<file path="src/rtl/renesas_i2c_axi_slave_pkg.sv">
// Shared types and response codes for the Renesas I2C AXI-Lite register-access responder.
package renesas_i2c_axi_pkg;

  typedef enum logic [2:0] {
    IDLE,
    WR_REQ,
    WR_WAIT,
    WR_RESP,
    RD_REQ,
    RD_WAIT,
    RD_RESP
  } state_t;

  localparam logic [1:0] RESP_OKAY   = 2'b00;
  localparam logic [1:0] RESP_SLVERR = 2'b10;

endpackage

</file>
<file path="src/rtl/renesas_i2c_axi_slave_if.sv">
// AXI4-Lite channel bundle between an AXI master and renesas_i2c_axi_slave.
interface renesas_i2c_axi_slave_if #(
  parameter int AXI_ADDR_WIDTH = 32,
  parameter int AXI_DATA_WIDTH = 32
);

  logic [AXI_ADDR_WIDTH-1:0]   s_axi_awaddr;
  logic                        s_axi_awvalid;
  logic                        s_axi_awready;
  logic [AXI_DATA_WIDTH-1:0]   s_axi_wdata;
  logic [AXI_DATA_WIDTH/8-1:0] s_axi_wstrb;
  logic                        s_axi_wvalid;
  logic                        s_axi_wready;
  logic [1:0]                  s_axi_bresp;
  logic                        s_axi_bvalid;
  logic                        s_axi_bready;
  logic [AXI_ADDR_WIDTH-1:0]   s_axi_araddr;
  logic                        s_axi_arvalid;
  logic                        s_axi_arready;
  logic [AXI_DATA_WIDTH-1:0]   s_axi_rdata;
  logic [1:0]                  s_axi_rresp;
  logic                        s_axi_rvalid;
  logic                        s_axi_rready;

  modport master (
    output s_axi_awaddr, s_axi_awvalid, s_axi_wdata, s_axi_wstrb, s_axi_wvalid,
           s_axi_bready, s_axi_araddr, s_axi_arvalid, s_axi_rready,
    input  s_axi_awready, s_axi_wready, s_axi_bresp, s_axi_bvalid,
           s_axi_arready, s_axi_rdata, s_axi_rresp, s_axi_rvalid
  );

  modport slave (
    input  s_axi_awaddr, s_axi_awvalid, s_axi_wdata, s_axi_wstrb, s_axi_wvalid,
           s_axi_bready, s_axi_araddr, s_axi_arvalid, s_axi_rready,
    output s_axi_awready, s_axi_wready, s_axi_bresp, s_axi_bvalid,
           s_axi_arready, s_axi_rdata, s_axi_rresp, s_axi_rvalid
  );

endinterface

</file>
<file path="src/rtl/renesas_i2c_axi_slave.sv">
// AXI4-Lite responder turning one read/write into a single req/op_ack register access.
// Optional op_ack timeout with SLVERR response: define RENESAS_I2C_AXI_SLV_TIMEOUT_EN.
module renesas_i2c_axi_slave
  import renesas_i2c_axi_pkg::*;
#(
  parameter int AXI_ADDR_WIDTH = 32,
  parameter int AXI_DATA_WIDTH = 32,
  parameter int TIMEOUT_CYCLES = 255
) (
  input  logic                        s_axi_aclk,
  input  logic                        s_axi_aresetn,
  renesas_i2c_axi_slave_if.slave      axi,
  output logic                        wr_req,
  output logic                        rd_req,
  output logic [AXI_ADDR_WIDTH-1:0]   addr,
  output logic [AXI_DATA_WIDTH-1:0]   wdata,
  output logic [AXI_DATA_WIDTH/8-1:0] wstrb,
  input  logic                        op_ack,
  input  logic [AXI_DATA_WIDTH-1:0]   rdata
);

  state_t state, state_n;
  logic   idle_q;
  logic   aw_held, w_held;
  logic   aw_hs, w_hs, ar_hs;
  logic   to_hit;

  // Readies derive from a registered IDLE flag so they are 0 while in reset.
  assign axi.s_axi_awready = idle_q & ~aw_held;
  assign axi.s_axi_wready  = idle_q & ~w_held;
  assign axi.s_axi_arready = idle_q & ~aw_held & ~w_held
                             & ~axi.s_axi_awvalid & ~axi.s_axi_wvalid;

  assign aw_hs = axi.s_axi_awvalid & axi.s_axi_awready;
  assign w_hs  = axi.s_axi_wvalid  & axi.s_axi_wready;
  assign ar_hs = axi.s_axi_arvalid & axi.s_axi_arready;

`ifdef RENESAS_I2C_AXI_SLV_TIMEOUT_EN
  localparam int unsigned TO_W = $clog2(TIMEOUT_CYCLES + 1);
  logic [TO_W-1:0] to_cnt;

  // to_cnt equals the number of WAIT cycles already spent; the TIMEOUT_CYCLES-th
  // WAIT cycle without op_ack ends the wait with SLVERR.
  always_ff @(posedge s_axi_aclk or negedge s_axi_aresetn) begin
    if (!s_axi_aresetn)                          to_cnt <= '0;
    else if (state == WR_REQ || state == RD_REQ) to_cnt <= '0;
    else if (state == WR_WAIT || state == RD_WAIT) to_cnt <= to_cnt + 1'b1;
  end

  assign to_hit = (to_cnt == TO_W'(TIMEOUT_CYCLES - 1));
`else
  assign to_hit = 1'b0;
`endif

  always_comb begin
    state_n          = state;
    wr_req           = 1'b0;
    rd_req           = 1'b0;
    axi.s_axi_bvalid = 1'b0;
    axi.s_axi_rvalid = 1'b0;
    case (state)
      IDLE: begin
        if ((aw_held | aw_hs) && (w_held | w_hs)) state_n = WR_REQ;
        else if (ar_hs)                           state_n = RD_REQ;
      end
      WR_REQ: begin
        wr_req  = 1'b1;
        state_n = WR_WAIT;
      end
      WR_WAIT: if (op_ack || to_hit) state_n = WR_RESP;
      WR_RESP: begin
        axi.s_axi_bvalid = 1'b1;
        if (axi.s_axi_bready) state_n = IDLE;
      end
      RD_REQ: begin
        rd_req  = 1'b1;
        state_n = RD_WAIT;
      end
      RD_WAIT: if (op_ack || to_hit) state_n = RD_RESP;
      RD_RESP: begin
        axi.s_axi_rvalid = 1'b1;
        if (axi.s_axi_rready) state_n = IDLE;
      end
      default: state_n = IDLE;
    endcase
  end

  always_ff @(posedge s_axi_aclk or negedge s_axi_aresetn) begin
    if (!s_axi_aresetn) begin
      state           <= IDLE;
      idle_q          <= 1'b0;
      aw_held         <= 1'b0;
      w_held          <= 1'b0;
      addr            <= '0;
      wdata           <= '0;
      wstrb           <= '0;
      axi.s_axi_bresp <= RESP_OKAY;
      axi.s_axi_rresp <= RESP_OKAY;
      axi.s_axi_rdata <= '0;
    end else begin
      state  <= state_n;
      idle_q <= (state_n == IDLE);
      if (aw_hs) begin
        addr    <= axi.s_axi_awaddr;
        aw_held <= 1'b1;
      end
      if (w_hs) begin
        wdata  <= axi.s_axi_wdata;
        wstrb  <= axi.s_axi_wstrb;
        w_held <= 1'b1;
      end
      if (ar_hs) addr <= axi.s_axi_araddr;
      if (state == WR_WAIT && (op_ack || to_hit))
        axi.s_axi_bresp <= op_ack ? RESP_OKAY : RESP_SLVERR;
      if (state == RD_WAIT && (op_ack || to_hit)) begin
        axi.s_axi_rresp <= op_ack ? RESP_OKAY : RESP_SLVERR;
        axi.s_axi_rdata <= op_ack ? rdata : '0;
      end
      if (state != IDLE && state_n == IDLE) begin
        aw_held <= 1'b0;
        w_held  <= 1'b0;
      end
    end
  end

endmodule

</file>
<file path="src/flat_wrapper.sv">
// flat-port wrapper written by rule: the top's interface ports become plain ports
module renesas_i2c_axi_slave_flat import renesas_i2c_axi_pkg::*;
#(
  parameter int AXI_ADDR_WIDTH = 32,
  parameter int AXI_DATA_WIDTH = 32,
  parameter int TIMEOUT_CYCLES = 255
)
  (s_axi_aclk, s_axi_aresetn, wr_req, rd_req, addr, wdata, wstrb, op_ack, rdata, axi_s_axi_awaddr, axi_s_axi_awvalid, axi_s_axi_wdata, axi_s_axi_wstrb, axi_s_axi_wvalid, axi_s_axi_bready, axi_s_axi_araddr, axi_s_axi_arvalid, axi_s_axi_rready, axi_s_axi_awready, axi_s_axi_wready, axi_s_axi_bresp, axi_s_axi_bvalid, axi_s_axi_arready, axi_s_axi_rdata, axi_s_axi_rresp, axi_s_axi_rvalid);
  renesas_i2c_axi_slave_if #(.AXI_ADDR_WIDTH(AXI_ADDR_WIDTH), .AXI_DATA_WIDTH(AXI_DATA_WIDTH)) axi_i ();
  input  logic s_axi_aclk;
  input  logic s_axi_aresetn;
  output logic wr_req;
  output logic rd_req;
  output logic [AXI_ADDR_WIDTH-1:0] addr;
  output logic [AXI_DATA_WIDTH-1:0] wdata;
  output logic [AXI_DATA_WIDTH/8-1:0] wstrb;
  input  logic op_ack;
  input  logic [AXI_DATA_WIDTH-1:0] rdata;
  input wire logic [$bits(axi_i.s_axi_awaddr)-1:0] axi_s_axi_awaddr;
  input wire logic [$bits(axi_i.s_axi_awvalid)-1:0] axi_s_axi_awvalid;
  input wire logic [$bits(axi_i.s_axi_wdata)-1:0] axi_s_axi_wdata;
  input wire logic [$bits(axi_i.s_axi_wstrb)-1:0] axi_s_axi_wstrb;
  input wire logic [$bits(axi_i.s_axi_wvalid)-1:0] axi_s_axi_wvalid;
  input wire logic [$bits(axi_i.s_axi_bready)-1:0] axi_s_axi_bready;
  input wire logic [$bits(axi_i.s_axi_araddr)-1:0] axi_s_axi_araddr;
  input wire logic [$bits(axi_i.s_axi_arvalid)-1:0] axi_s_axi_arvalid;
  input wire logic [$bits(axi_i.s_axi_rready)-1:0] axi_s_axi_rready;
  output wire logic [$bits(axi_i.s_axi_awready)-1:0] axi_s_axi_awready;
  output wire logic [$bits(axi_i.s_axi_wready)-1:0] axi_s_axi_wready;
  output wire logic [$bits(axi_i.s_axi_bresp)-1:0] axi_s_axi_bresp;
  output wire logic [$bits(axi_i.s_axi_bvalid)-1:0] axi_s_axi_bvalid;
  output wire logic [$bits(axi_i.s_axi_arready)-1:0] axi_s_axi_arready;
  output wire logic [$bits(axi_i.s_axi_rdata)-1:0] axi_s_axi_rdata;
  output wire logic [$bits(axi_i.s_axi_rresp)-1:0] axi_s_axi_rresp;
  output wire logic [$bits(axi_i.s_axi_rvalid)-1:0] axi_s_axi_rvalid;
  assign axi_i.s_axi_awaddr = axi_s_axi_awaddr;
  assign axi_i.s_axi_awvalid = axi_s_axi_awvalid;
  assign axi_i.s_axi_wdata = axi_s_axi_wdata;
  assign axi_i.s_axi_wstrb = axi_s_axi_wstrb;
  assign axi_i.s_axi_wvalid = axi_s_axi_wvalid;
  assign axi_i.s_axi_bready = axi_s_axi_bready;
  assign axi_i.s_axi_araddr = axi_s_axi_araddr;
  assign axi_i.s_axi_arvalid = axi_s_axi_arvalid;
  assign axi_i.s_axi_rready = axi_s_axi_rready;
  assign axi_s_axi_awready = axi_i.s_axi_awready;
  assign axi_s_axi_wready = axi_i.s_axi_wready;
  assign axi_s_axi_bresp = axi_i.s_axi_bresp;
  assign axi_s_axi_bvalid = axi_i.s_axi_bvalid;
  assign axi_s_axi_arready = axi_i.s_axi_arready;
  assign axi_s_axi_rdata = axi_i.s_axi_rdata;
  assign axi_s_axi_rresp = axi_i.s_axi_rresp;
  assign axi_s_axi_rvalid = axi_i.s_axi_rvalid;
  renesas_i2c_axi_slave #(.AXI_ADDR_WIDTH(AXI_ADDR_WIDTH), .AXI_DATA_WIDTH(AXI_DATA_WIDTH), .TIMEOUT_CYCLES(TIMEOUT_CYCLES)) u_core (.s_axi_aclk(s_axi_aclk), .s_axi_aresetn(s_axi_aresetn), .axi(axi_i), .wr_req(wr_req), .rd_req(rd_req), .addr(addr), .wdata(wdata), .wstrb(wstrb), .op_ack(op_ack), .rdata(rdata));
endmodule
</file>
<file path="config.mk">
export PLATFORM = sky130hd
export DESIGN_NAME = renesas_i2c_axi_slave_flat
export DESIGN_NICKNAME = d
export VERILOG_FILES = /design/src/rtl/renesas_i2c_axi_slave_pkg.sv /design/src/rtl/renesas_i2c_axi_slave_if.sv /design/src/rtl/renesas_i2c_axi_slave.sv /design/src/flat_wrapper.sv
export SDC_FILE = /design/constraint.sdc
export NUM_CORES = 1
export LEC_CHECK = 0
export CAP_MARGIN = 20
export CORE_MARGIN = 2
export CORE_UTILIZATION = 39
export CTS_CLUSTER_SIZE = 10
export DETAILED_ROUTE_END_ITERATION = 7
export PLACE_DENSITY_LB_ADDON = 0.05
export SLEW_MARGIN = 10
export SYNTH_ARGS = -nofsm -noshare
export SYNTH_HDL_FRONTEND = slang
export SYNTH_SLANG_ARGS = --single-unit
</file>
<file path="constraint.sdc">
create_clock -name s_axi_aclk -period 1.85 [get_ports s_axi_aclk]
set_input_delay 0.37 -clock s_axi_aclk [delete_from_list [all_inputs] [get_ports s_axi_aclk]]
set_output_delay 0.37 -clock s_axi_aclk [all_outputs]
set_load 0.01 [all_outputs]
</file>
### Word level (Yosys, flattened, before mapping)

Index checks and enable logic that the tools add are counted.

| word-level totals | value |
|---|---|
| register bits | 110 |
| input port bits | 140 |
| word-level logic and storage cells | 59 |
| output and inout bits | 111 |

| operators by class | value |
|---|---|
| reduce and logical (&&, ||, !) cells | 10 |
| equal/unequal tests | 6 |
| muxes and demuxes | 19 |
| bitwise gates (word level) | 14 |

Operators with widths:

| operator | number |
|---|---|
| 32-bit two-way mux | 3 |
| 3-bit case mux with 7 select lines | 1 |
| 3-bit two-way mux | 6 |
| 3-bit == test, second input constant | 3 |
| 1-bit bitwise AND | 8 |
| 1-bit two-way mux | 8 |
| 3-bit by 2-bit == test with 1-bit output, second input constant | 2 |
| 3-bit zero test | 2 |
| 2-bit nonzero test | 3 |
| 1-bit logical AND | 4 |
| 1-bit NOT | 4 |
| 3-bit by 1-bit == test with 1-bit output, second input constant | 1 |
| 3-bit nonzero test | 1 |
| 2-bit two-way mux | 1 |
| 1-bit OR | 2 |

### Longest topological paths before layout

| depth | value |
|---|---|
| depth in word-level cells | 12 |
| gate-level depth with buffers | 6 |
| gate-level depth less buffers | 5 |

### Least setup slack after synthesis

No wires, ideal clock.

| timing | value |
|---|---|
| kind | register to register |
| start | reg u_core.state[2] |
| end | reg u_core.idle_q |
| required time | 1728 ps |
| path buffers | 1 |
| path slack | 395 ps |
| stages on the path, launching flop included | 6 |
| clock period less this slack | 1455 ps |
| setup time | 122 ps |
| data arrival time | 1334 ps |
| path through | dfrtp_1 buf_6 or3_1 or3_1 o211ai_2 nor3_2 |

| between the ends | value |
|---|---|
| elaborated cells on any way between the ends | 15 |
| classes of those cells | eq/ne: 6; mux: 7; reduce/logical: 2 |

RTL lines:

| what | RTL line | text |
|---|---|---|
| start, declared | renesas_i2c_axi_slave.sv:22 | `state_t state, state_n;` |
| start signal, assigned | renesas_i2c_axi_slave.sv:101 | `state <= state_n;` |
| 3-bit == test, or another cell as far along | renesas_i2c_axi_slave.sv:61 | `case (state)` |
| 3-bit case mux with 7 select lines (*) | renesas_i2c_axi_slave.sv:61 |  |
| via u_core.state_n[0] | renesas_i2c_axi_slave.sv:22 |  |
| 3-bit zero test (*) | renesas_i2c_axi_slave.sv:102 | `idle_q <= (state_n == IDLE);` |
| end signal, assigned | renesas_i2c_axi_slave.sv:102 |  |
| end, declared | renesas_i2c_axi_slave.sv:23 | `logic idle_q;` |

The timed path passes the listed nets; every way through them passes the cells marked *.
A chain may end at the register's enable or synchronous reset.

### Final worst setup path

| timing | value |
|---|---|
| start | in axi_s_axi_awvalid |
| end | out axi_s_axi_arready |

| between the ends | value |
|---|---|
| word-level cells in the longest chain between the ends | 3 |

RTL lines:

| what | RTL line | text |
|---|---|---|
| start, declared | flat_wrapper.sv:20 | `input wire logic [$bits(axi_i.s_axi_awvalid)-1:0] axi_s_axi_awvalid;` |
| 1-bit NOT | renesas_i2c_axi_slave.sv:32 | `& ~axi.s_axi_awvalid & ~axi.s_axi_wvalid;` |
| 1-bit bitwise AND (2 in series) | renesas_i2c_axi_slave.sv:32 |  |
| end, declared | flat_wrapper.sv:32 | `output wire logic [$bits(axi_i.s_axi_arready)-1:0] axi_s_axi_arready;` |

Every way passes these cells.

==> out/qor.csv <==
metric;value;unit
most common library cells after synthesis;dfrtp_1, mux2_2, a21oi_1, nor2_1, mux2i_1;
Reg clk slew, reported paths;0.07;ns
period utilization;0.9443;
Bufs and invs on worst path;2;
CTS tree;yes;
WL met1;4840;um
CTS HTree Levels;3;
maximum vdd ir drop;0.0008183;V
Mapped Area;0.004449;sq mm
met2 WL;6124;um
nets;731;
worst hold path class;in2async;
clock root buffer;clkbuf_16;
post-synthesis cell type count;30;
# DRC;0;
via count;3619;
Clock Skew;0.009789;ns
largest net degree at the start of global routing;65;
Slowest-stage cell, CP;clkdlybuf4s50_1;
Die W;110.8;um
core area;0.01127;sq mm
Seq/Total Area, Yosys;0.6074;
1st-iter DRT viols;171;
Syn Area/Cell;13.20;sq um
Top Ports;251;
max layer used;met4;
Synth area leader;dfrtp_1;
Place WS;-0.2120;ns
Setup-failing EPs final;0;
Yosys warning count;0;
antenna viol nets, final;0;
wire per inst;16.71;um
number of flops mapped to enable cells by yosys;0;
Slew Viols, Final;0;
grt ovf;0;
Syn Inst Count;337;
crit-path max FO;2;
antenna cells;0;
vias in the first global route;3940;
clock latency on the worst-skew pair;0.34;ns
top-count cell post-synth;dfrtp_1;
Post-DP HPWL;9273;um
Synth top area share;0.6074;
slowest cell delay on critical path;0.44;ns
first-pass GRT wire length;20010;um
Most used DFF post-synth;dfrtp_1;
Synth area leaders;dfrtp_1, mux2_2, mux2i_1;
critical-path cell list;clkdlybuf4s50_1 > nor3_2 > and2_1 > dlygate4sd2_1;
die area;0.01228;sq mm
detailed-routed wire length on met3;1078;um
count of final hold-check violations;0;
final cell count without fillers;739;
maximum root-to-sink buffer count;2;
Die Ht;110.8;um
setup repair after global routing missed its margin;no;
Power Density;1467;mW/mm^2
Fin Setup TNS;0;ns
fmax;0.5724;GHz
maxcap violations;0;
CP endpoint kind;primary output;
Num Clock Sinks;108;
Req. time, crit path;1.48;ns
Tmin final;1.747;ns
area added between synthesis and finish;68.31;%
Avg Vias per Cell;4.897;
postcts setup bufs;0;
outcome;finished, final reports clean;
final worst setup slack;0.1031;ns
Starting Density;0.3947;
# rows;39;
type of origin of the critical path;primary input;
initial antenna violation count;0;
hold slack;0.4754;ns
Top delay family on crit path;buffers and inverters;
CTS Buf Count;9;
Pre-antenna DRT Iters;4;
placed instance area;0.007179;sq mm
gr usage total;0.2046;
Final Cell Area;0.007488;sq mm
share of layout cells above drive strength 1;0.1795;
Async SR Flop Fraction;1.000;
Leakage;3.457;nW
CP arrival;1.38;ns
placed insts;722;
placer congestion estimate;0.8136;
port bufs;248;
critical path class;in2out;
#FFs+latches synth;108;
drt total wl;12350;um
[path summary, 6_finish.rpt]
kind | startpoint | end | slack, ns | cells after the start
max | axi_s_axi_awvalid | axi_s_axi_arready | 0.10 | 4
min | s_axi_aresetn | u_core.axi.s_axi_rdata[23] | 0.48 | 2
max reg2reg | u_core.state[2] | u_core.idle_q | 0.28 | 5
min reg2reg | u_core.axi.s_axi_bresp[1] | u_core.axi.s_axi_bresp[1] | 0.50 | 2
max in group asynchronous | s_axi_aresetn | u_core.axi.s_axi_rdata[20] | 0.83 | 3
min in group s_axi_aclk | u_core.axi.s_axi_bresp[1] | u_core.axi.s_axi_bresp[1] | 0.50 | 2
[layer usage]
metal  track usage  vias up
met4       0.08500        0
met5             0        -
met2        0.3530      158
met3       0.07381       21
li1              -     1678
met1        0.2296     1762
[worst reg2reg max path, stage by stage, from the launching register on]
cell	delay (ns)
dfrtp_1	0.39
buf_4	0.17
or3_1	0.35
or3_1	0.39
o211ai_2	0.09
nor3_2	0.07
[kinds of logic after synthesis]
kind of cell / count (synthesis) / synth area share
flip-flops: 108 / 0.6074
multiplexers: 100 / 0.2441
AND/OR/NAND/NOR: 55 / 0.05765
AO/OA/AOI/OAI: 47 / 0.05877
buffers and inverters: 26 / 0.03121
other: 1 / 0.0008428
[area by class of cell]
| class | count | area (sq um) |
|---|---|---|
| Clock buffer | 11 | 242.7 |
| Clock inverter | 5 | 60.06 |
| Fill cell | 901 | 3784 |
| Inverter | 5 | 18.77 |
| Multi-Input combinational cell | 204 | 1624 |
| Sequential cell | 108 | 2703 |
| Tap cell | 143 | 178.9 |
| Timing Repair Buffer | 263 | 2661 |
[flip-flops by register name, summed over array words and instances (netlist names)]
name and count:
u_core.axi.s_axi_rdata 32, u_core.wdata 32, u_core.state 3, u_core.addr 32, u_core.wstrb 4, u_core.axi.s_axi_bresp 1, u_core.aw_held 1, u_core.idle_q 1
u_core.w_held 1, u_core.axi.s_axi_rresp 1
[report_power, final]
group / switching, mW / leakage (nW) / internal [mW]
clock network: 0.856 / 0.146 / 1.09
logic: 1.92 / 1.97 / 3.10
registers: 0.572 / 1.34 / 3.45
total: 3.35 / 3.46 / 7.64
[repair_timing]
item | 4_1_cts | 5_1_grt
hold endpoints to repair | 23 | 0
gates resized for setup | 9 | 0
setup endpoints to repair | 7 | 0
hold buffers | 1 | 0
[cells in the final DEF, fill, tap and decap left out, types with 2 or more instances in the layout]
| cell | Yosys | layout |
|---|---|---|
| clkbuf_16 | 0 | 9 |
| a31oi_1 | 3 | 3 |
| inv_1 | 4 | 3 |
| or3_1 | 2 | 2 |
| nor3_2 | 1 | 2 |
| mux2_2 | 68 | 68 |
| a21oi_1 | 36 | 36 |
| inv_2 | 1 | 2 |
| nand2_1 | 5 | 4 |
| and2_1 | 2 | 2 |
| buf_12 | 0 | 6 |
| nand2_2 | 1 | 2 |
| mux2i_1 | 32 | 32 |
| conb_1 | 1 | 2 |
| and3_1 | 2 | 2 |
| clkdlybuf4s50_1 | 0 | 240 |
| buf_4 | 5 | 9 |
| dfrtp_1 | 108 | 108 |
| nor2b_1 | 2 | 2 |
| o21ai_0 | 3 | 3 |
| nor3_1 | 3 | 2 |
| nor2_1 | 33 | 33 |
| and2b_1 | 2 | 2 |
| dlygate4sd2_1 | 0 | 7 |
[through the flow]
step	power, mW	util
2_1_floorplan	6.129	-
6_report	10.98	0.6643
3_5_place_dp	9.163	0.6369
4_1_cts	11.13	0.6643
3_3_place_gp	9.006	0.6369
5_1_grt	11.63	0.6643
Note: power is estimated with default switching activity, not from simulation.
